[src/rtl/timer_dev.sv]
// rtl/timer_dev.sv - memory-mapped countdown timer with CTRL/PRESET/COUNT registers and level irq
module timer_dev #(
  parameter logic [31:0] BASE = 32'h00007f00
) (
  input  logic        clk,
  input  logic        reset,
  input  logic [31:0] addr,
  input  logic [3:0]  byteen,
  input  logic [31:0] wdata,
  output logic [31:0] rdata,
  output logic        irq
);

  typedef enum logic [1:0] {IDLE, CNT, INT} state_t;

  state_t      state, state_n;
  logic [3:0]  ctrl, ctrl_n;
  logic [31:0] preset, preset_n;
  logic [31:0] count, count_n;
  logic        irq_flag, flag_n;
  logic        sel, wr_en;
  logic [1:0]  off;
  logic        unused_addr_lsb;

  assign sel             = (addr[31:4] == BASE[31:4]);
  assign off             = addr[3:2];
  assign wr_en           = sel && (byteen == 4'b1111);
  assign unused_addr_lsb = ^addr[1:0];

  always_ff @(posedge clk or posedge reset) begin
    if (reset) begin
      state    <= IDLE;
      ctrl     <= '0;
      preset   <= '0;
      count    <= '0;
      irq_flag <= 1'b0;
    end else begin
      state    <= state_n;
      ctrl     <= ctrl_n;
      preset   <= preset_n;
      count    <= count_n;
      irq_flag <= flag_n;
    end
  end

  // FSM works from pre-edge register values; bus writes are applied afterwards so they win.
  always_comb begin
    state_n  = state;
    ctrl_n   = ctrl;
    preset_n = preset;
    count_n  = count;
    flag_n   = irq_flag;
    case (state)
      IDLE: begin
        if (ctrl[0]) begin
          count_n = preset;
          state_n = CNT;
        end
      end
      CNT: begin
        if (!ctrl[0]) begin
          state_n = IDLE;
        end else if (count > 32'd1) begin
          count_n = count - 32'd1;
        end else begin
          count_n = '0;
          flag_n  = 1'b1;
          state_n = INT;
        end
      end
      INT: begin
        state_n = IDLE;
        if (ctrl[2:1] == 2'b01) flag_n = 1'b0;
        else                    ctrl_n[0] = 1'b0;
      end
      default: state_n = IDLE;
    endcase
    if (wr_en && off == 2'd0) begin
      ctrl_n = wdata[3:0];
      flag_n = 1'b0;
    end
    if (wr_en && off == 2'd1) preset_n = wdata;
  end

  always_comb begin
    rdata = '0;
    if (sel) begin
      case (off)
        2'd0:    rdata = {28'd0, ctrl};
        2'd1:    rdata = preset;
        2'd2:    rdata = count;
        default: rdata = '0;
      endcase
    end
  end

  assign irq = irq_flag & ctrl[3];

endmodule

[config.mk]
export PLATFORM = sky130hd
export DESIGN_NAME = timer_dev
export DESIGN_NICKNAME = d
export VERILOG_FILES = /design/src/rtl/timer_dev.sv
export SDC_FILE = /design/constraint.sdc
export NUM_CORES = 1
export LEC_CHECK = 0
export CORE_MARGIN = 5
export CORE_UTILIZATION = 50
export DETAILED_ROUTE_END_ITERATION = 6
export PLACE_DENSITY = 0.92
export SYNTH_ARGS = -nofsm -noshare
export SYNTH_HDL_FRONTEND = slang
export SYNTH_SLANG_ARGS = --single-unit
[constraint.sdc]
create_clock -name clk -period 3.45 [get_ports clk]
set_input_delay 0.345 -clock clk [delete_from_list [all_inputs] [get_ports clk]]
set_output_delay 0.345 -clock clk [all_outputs]
set_load 0.005 [all_outputs]
### After elaboration in Yosys (flattened, before gate mapping)

Index checks and enable logic that the tools add are counted.

| word-level totals | value |
|---|---|
| flip-flop bits (word level) | 71 |

| cells by class | value |
|---|---|
| add/subtract/negate cells | 1 |
| reductions and logical operators | 12 |
| equal/unequal tests | 14 |
| bitwise operators | 1 |
| $lt $le $gt $ge | 1 |
| mux-type cells | 18 |

Operators by type and width:

| operator | number |
|---|---|
| 2-to-1 mux 32 bit | 4 |
| one-hot mux 32 bit (3 select lines) | 1 |
| one-hot mux 32 bit (2 select lines) | 1 |
| greater-than comparator 32 x 1 -> 1 bit, second input constant | 1 |
| subtractor 32 x 1 -> 32 bit, second input constant | 1 |
| == test 28 x 11 -> 1 bit, second input constant | 1 |
| != test 3 bit, second input constant | 4 |
| 2-to-1 mux 1 bit | 7 |
| == test 2 x 1 -> 1 bit, second input constant | 3 |
| 2-to-1 mux 2 bit | 3 |
| == test 2 bit, second input constant | 2 |
| == test 4 bit, second input constant | 1 |
| logical NOT 2 bit | 2 |
| != test 2 bit, second input constant | 2 |
| one-hot mux 2 bit (2 select lines) | 1 |
| AND reduction 2 bit | 2 |
| AND reduction 4 bit | 1 |
| nonzero test 2 bit | 2 |
| logical AND 1 bit | 3 |
| AND reduction 3 bit | 1 |
| nonzero test 3 bit | 1 |
| != test 2 x 1 -> 1 bit, second input constant | 1 |
| one-hot mux 1 bit (2 select lines) | 1 |
| AND 1 bit | 1 |

### Logic depth before layout (Yosys ltp)

| depth | value |
|---|---|
| depth in word-level cells | 5 |
| gate-level depth with buffers | 9 |
| gate-level depth less buffers | 7 |

### Worst setup path before layout

OpenSTA, ideal clock, no wires.

| timing | value |
|---|---|
| path kind | input to register |
| from | in addr[5] |
| to | reg preset[0] |
| data arrival time | 2.396 ns |
| stages | 6 |
| buffers on the path | 2 |
| path slack | 0.929 ns |
| cell sequence | or4b_1 or4_1 clkbuf_1 nor3b_2 buf_2 mux2_2 |

| between the ends | value |
|---|---|
| word-level cells in the longest chain between the ends | 3 |

RTL lines:

| element | line | text |
|---|---|---|
| start: declaration | 7 | `input logic [31:0] addr,` |
| == test 28 x 11 -> 1 bit | 25 | `assign sel = (addr[31:4] == BASE[31:4]);` |
| logical AND 1 bit | 27 | `assign wr_en = sel && (byteen == 4'b1111);` |
| logical AND 1 bit | 82 | `if (wr_en && off == 2'd1) preset_n = wdata;` |
| end signal: assignment | 40 | `preset <= preset_n;` |
| end: declaration | 18 | `logic [31:0] preset, preset_n;` |

No other way between the ends.
A chain may end at the register's enable or synchronous reset.

### Worst setup path after layout

| timing | value |
|---|---|
| from | in addr[14] |
| to | out rdata[30] |

| between the ends | value |
|---|---|
| word-level cells in the longest chain between the ends | 2 |

RTL lines:

| element | line | text |
|---|---|---|
| == test 28 x 11 -> 1 bit | 25 |  |
| 2-to-1 mux 32 bit | 87 | `if (sel) begin` |
| end: declaration | 10 | `output logic [31:0] rdata,` |

No other way between the ends.

==> run metrics <==
setup_tns=0 ps; critical path's slowest cell=clkdlybuf4s50_1; Tcrit/Tclk final=0.901; clk root buf=clkbuf_8; first-pass GRT wire length=roughly 20 mm; Synth Register Bits=71; Slowest Stage Delay on Critical Path=about 530 ps; port bufs=100; top layer in use=met4; initial DRC count=roughly 360; Reg clk slew, reported paths=80 ps; Post-synth top flop=dfrtp_1; Max FO, Critical Path=34; CP Cell Sequence=clkdlybuf4s50_1, nor4b_1, nand4_1, or4_1, buf_4, nor2_1, clkdlybuf4s50_1; global placement routability congestion=approximately 0.91; largest net degree at the start of global routing=between 50 and 60; min-delay worst type=reg2reg; vias in the first global route=4101; Slew @ Worst Pin=between 1000 and 1500 ps; cell mode on critical path=clkdlybuf4s50_1; mux contribution to synthesized area=0.109; layout net count=around 610; hold_ws=roughly 530 ps; Die H=about 100 um; Psw=roughly 0.0004 W; met3 wire length=806 um; kind of critical path=in2out; Slew Limit Headroom=0.287; vias per cell=~6.3; Detail Placement HPWL=8.51 mm; clock share of power=0.421; routed via count=~4000; Post-Syn Nets=around 510; final std cells w/o fill=644; Setup Buffers After CTS=0; CP endpoint kind=primary output; total track usage=0.246; residual DRC count=0; layout cells sized above 1=0.148; Post-Synth Adder-Cell Area=0.00598; Internal Power=0.00125 W; synthesized area=between 4000 and 5000 um^2; Reg power frac=0.506; Core Rows=33; hold path cells=2; initial antenna violation count=0; Peak VDD IR=around 0.29 mV; Synth Instances=442; sw frac=0.241; Post-Synth Simple-Gate Area=0.195; Layout Skew=approximately 11 ps; wire length on met1=4.74 mm; Leak Pwr=about 2.3 nW; cell accounting for the most synthesized area=dfrtp_1; Post-synth EDFFs=0; RSZ-0062 raised after global routing=false; area of the die=10300 um^2; CTS tree=built; critical path launch point type=input pin; max-cap violation count=0; Slew Limit Fails=0; gr ovfl total=0; fill count=around 630; status=complete, no violations; synth top area cells=dfrtp_1 42%, mux2_2 9.7%, a22oi_1 5.9%, nor2_1 5.2%, a22o_1 2.5%; H-tree depth=3; clock sink total=71; DRT Wirelength=approximately 12 mm; CTS max path bufs=2; Synth Warn #=0; Synth Area in Compound Gates=0.217; PwrDens=298 nW/um^2; Top Ports=slightly above 100; final antenna diode count=0; growth of design area from synthesis to finish=31.8%; syn_area_per_cell=9.46 um^2; Skew-Pair Late Insertion Delay=roughly 360 ps; FF+latch area=1780 um^2; placed cell count=628; Initial DRT Pass Iterations=5; WL/cell=19.2 um; sequential fraction of the synthesis area=0.425; Async SR Flop Fraction=1.00; top-area cell type share of the netlist area=0.425; die width=a little over 100 um; Final ANT Viol Nets=0; Worst Path Arrival=2760 ps; number of distinct library cells after synthesis=54; post_cts resized=0; CORE AREA=8180 um^2; FMAX=0.322 GHz; Final min period=between 3000 and 4000 ps; Finish-stage setup viols=0; XOR/XNOR Fraction of Synth Area=0; footprint of the multi-input gates=~2200 um^2; final hold violations=0; TritonCTS buffer count=9; Gate power share=0.073; Met2 Wirelength=around 6.5 mm; cells on worst reg2reg path=5; required time of the critical path=3110 ps; CTS Hold Bufs=0; Initial Utilization=0.512; largest family of logic cells by synthesized area=compound AO/OA/AOI/OAI gates
==> cells in the mapped netlist (6+ instances only) <==
cell,instances
or3_1,9
a22o_1,12
a22oi_1,33
nand2_1,24
o211ai_1,6
inv_1,13
a21oi_1,13
nor4_1,11
or4_1,6
nor3_1,16
mux2_2,36
o21ai_0,15
dfrtp_1,71
clkbuf_1,25
nor2_1,58
==> stage by stage <==
| stage | cell area [um^2] | worst slack, ps | total power, W | util |
|---|---|---|---|---|
| global placement | 5310 | 340 | 0.000963 | 0.649 |
| CTS | 5510 | 318 | 0.00165 | 0.674 |
| global route | 5510 | 213 | 0.00170 | 0.674 |
| floorplan | 4180 | 929 | 0.000876 | - |
| detailed placement | 5310 | 222 | 0.000967 | 0.649 |
| finish | 5510 | 340 | 0.00164 | 0.674 |
==> sequential cells by signal (all words and copies together) (netlist names) <==
name / cells
count: 32
ctrl: 4
irq_flag: 1
preset: 32
state: 2
==> critical path, delay by kind of cell <==
kind          cells  cell delay [ps]
buf+inv           3             1280
simple gates      4             1130
==> layer usage <==
| layer | vias to the layer above | track usage |
|---|---|---|
| met2 | 195 | 0.430 |
| li1 | 1868 | - |
| met4 | 0 | 0.0798 |
| met1 | 1997 | 0.304 |
| met3 | 29 | 0.0503 |
| met5 | - | 0 |
==> power groups by stage <==
stage / clock network (W) / registers (W) / logic [W]
final: 0.000692 / 0.000831 / 0.000119
after global routing: 0.000738 / 0.000831 / 0.000128
after CTS: 0.000695 / 0.000831 / 0.000120
after detailed placement: 0 / 0.000848 / 0.000119
after global placement: 0 / 0.000848 / 0.000115
after floorplan: 0 / 0.000848 / 0.0000278
==> kinds of logic after synthesis <==
kind of cell / after synthesis
AOI/OAI and AO/OA: 122
adders and majority gates: 2
buffers and inverters: 47
DFF: 71
muxes: 41
and+or+nand+nor: 159
==> final timing paths <==
kind	start	to	slack [ps]
setup reg to reg	count[22]$_DFFE_PP0P_	count[2]$_DFFE_PP0P_	530
max in group asynchronous	reset	preset[24]$_DFFE_PP0P_	2080
setup / recovery	addr[14]	rdata[30]	340
hold / removal	preset[18]$_DFFE_PP0P_	count[18]$_DFFE_PP0P_	530
min in group asynchronous	reset	preset[1]$_DFFE_PP0P_	560
hold reg to reg	preset[18]$_DFFE_PP0P_	count[18]$_DFFE_PP0P_	530
==> placed cells by master (no fill, tap or decap), drive strengths merged, types with 3 or more instances in the layout <==
cell           count
nor3              16
mux2              36
o41ai              4
a22oi             33
o21ai             20
buf               15
nor4              12
or4                8
a21oi             13
inv               15
clkbuf             9
a221o              4
a22o              12
clkinv             4
nand3              5
or3                9
a32o               4
mux2i              5
a31oi              4
nand4              5
or2                4
o311ai             4
dfrtp             71
clkdlybuf4s50    100
a211o              3
nor4b              4
nor3b              3
o211ai             6
nor2              58
nand2             24
==> final cells by class <==
class | instances | area share
Multi-Input combinational cell | 324 | 0.402
Tap cell | 105 | 0.0238
Clock inverter | 7 | 0.0143
Timing Repair Buffer | 115 | 0.207
Sequential cell | 71 | 0.322
Inverter | 13 | 0.00885
Clock buffer | 9 | 0.0225
Note: power is estimated with default switching activity, not from simulation.
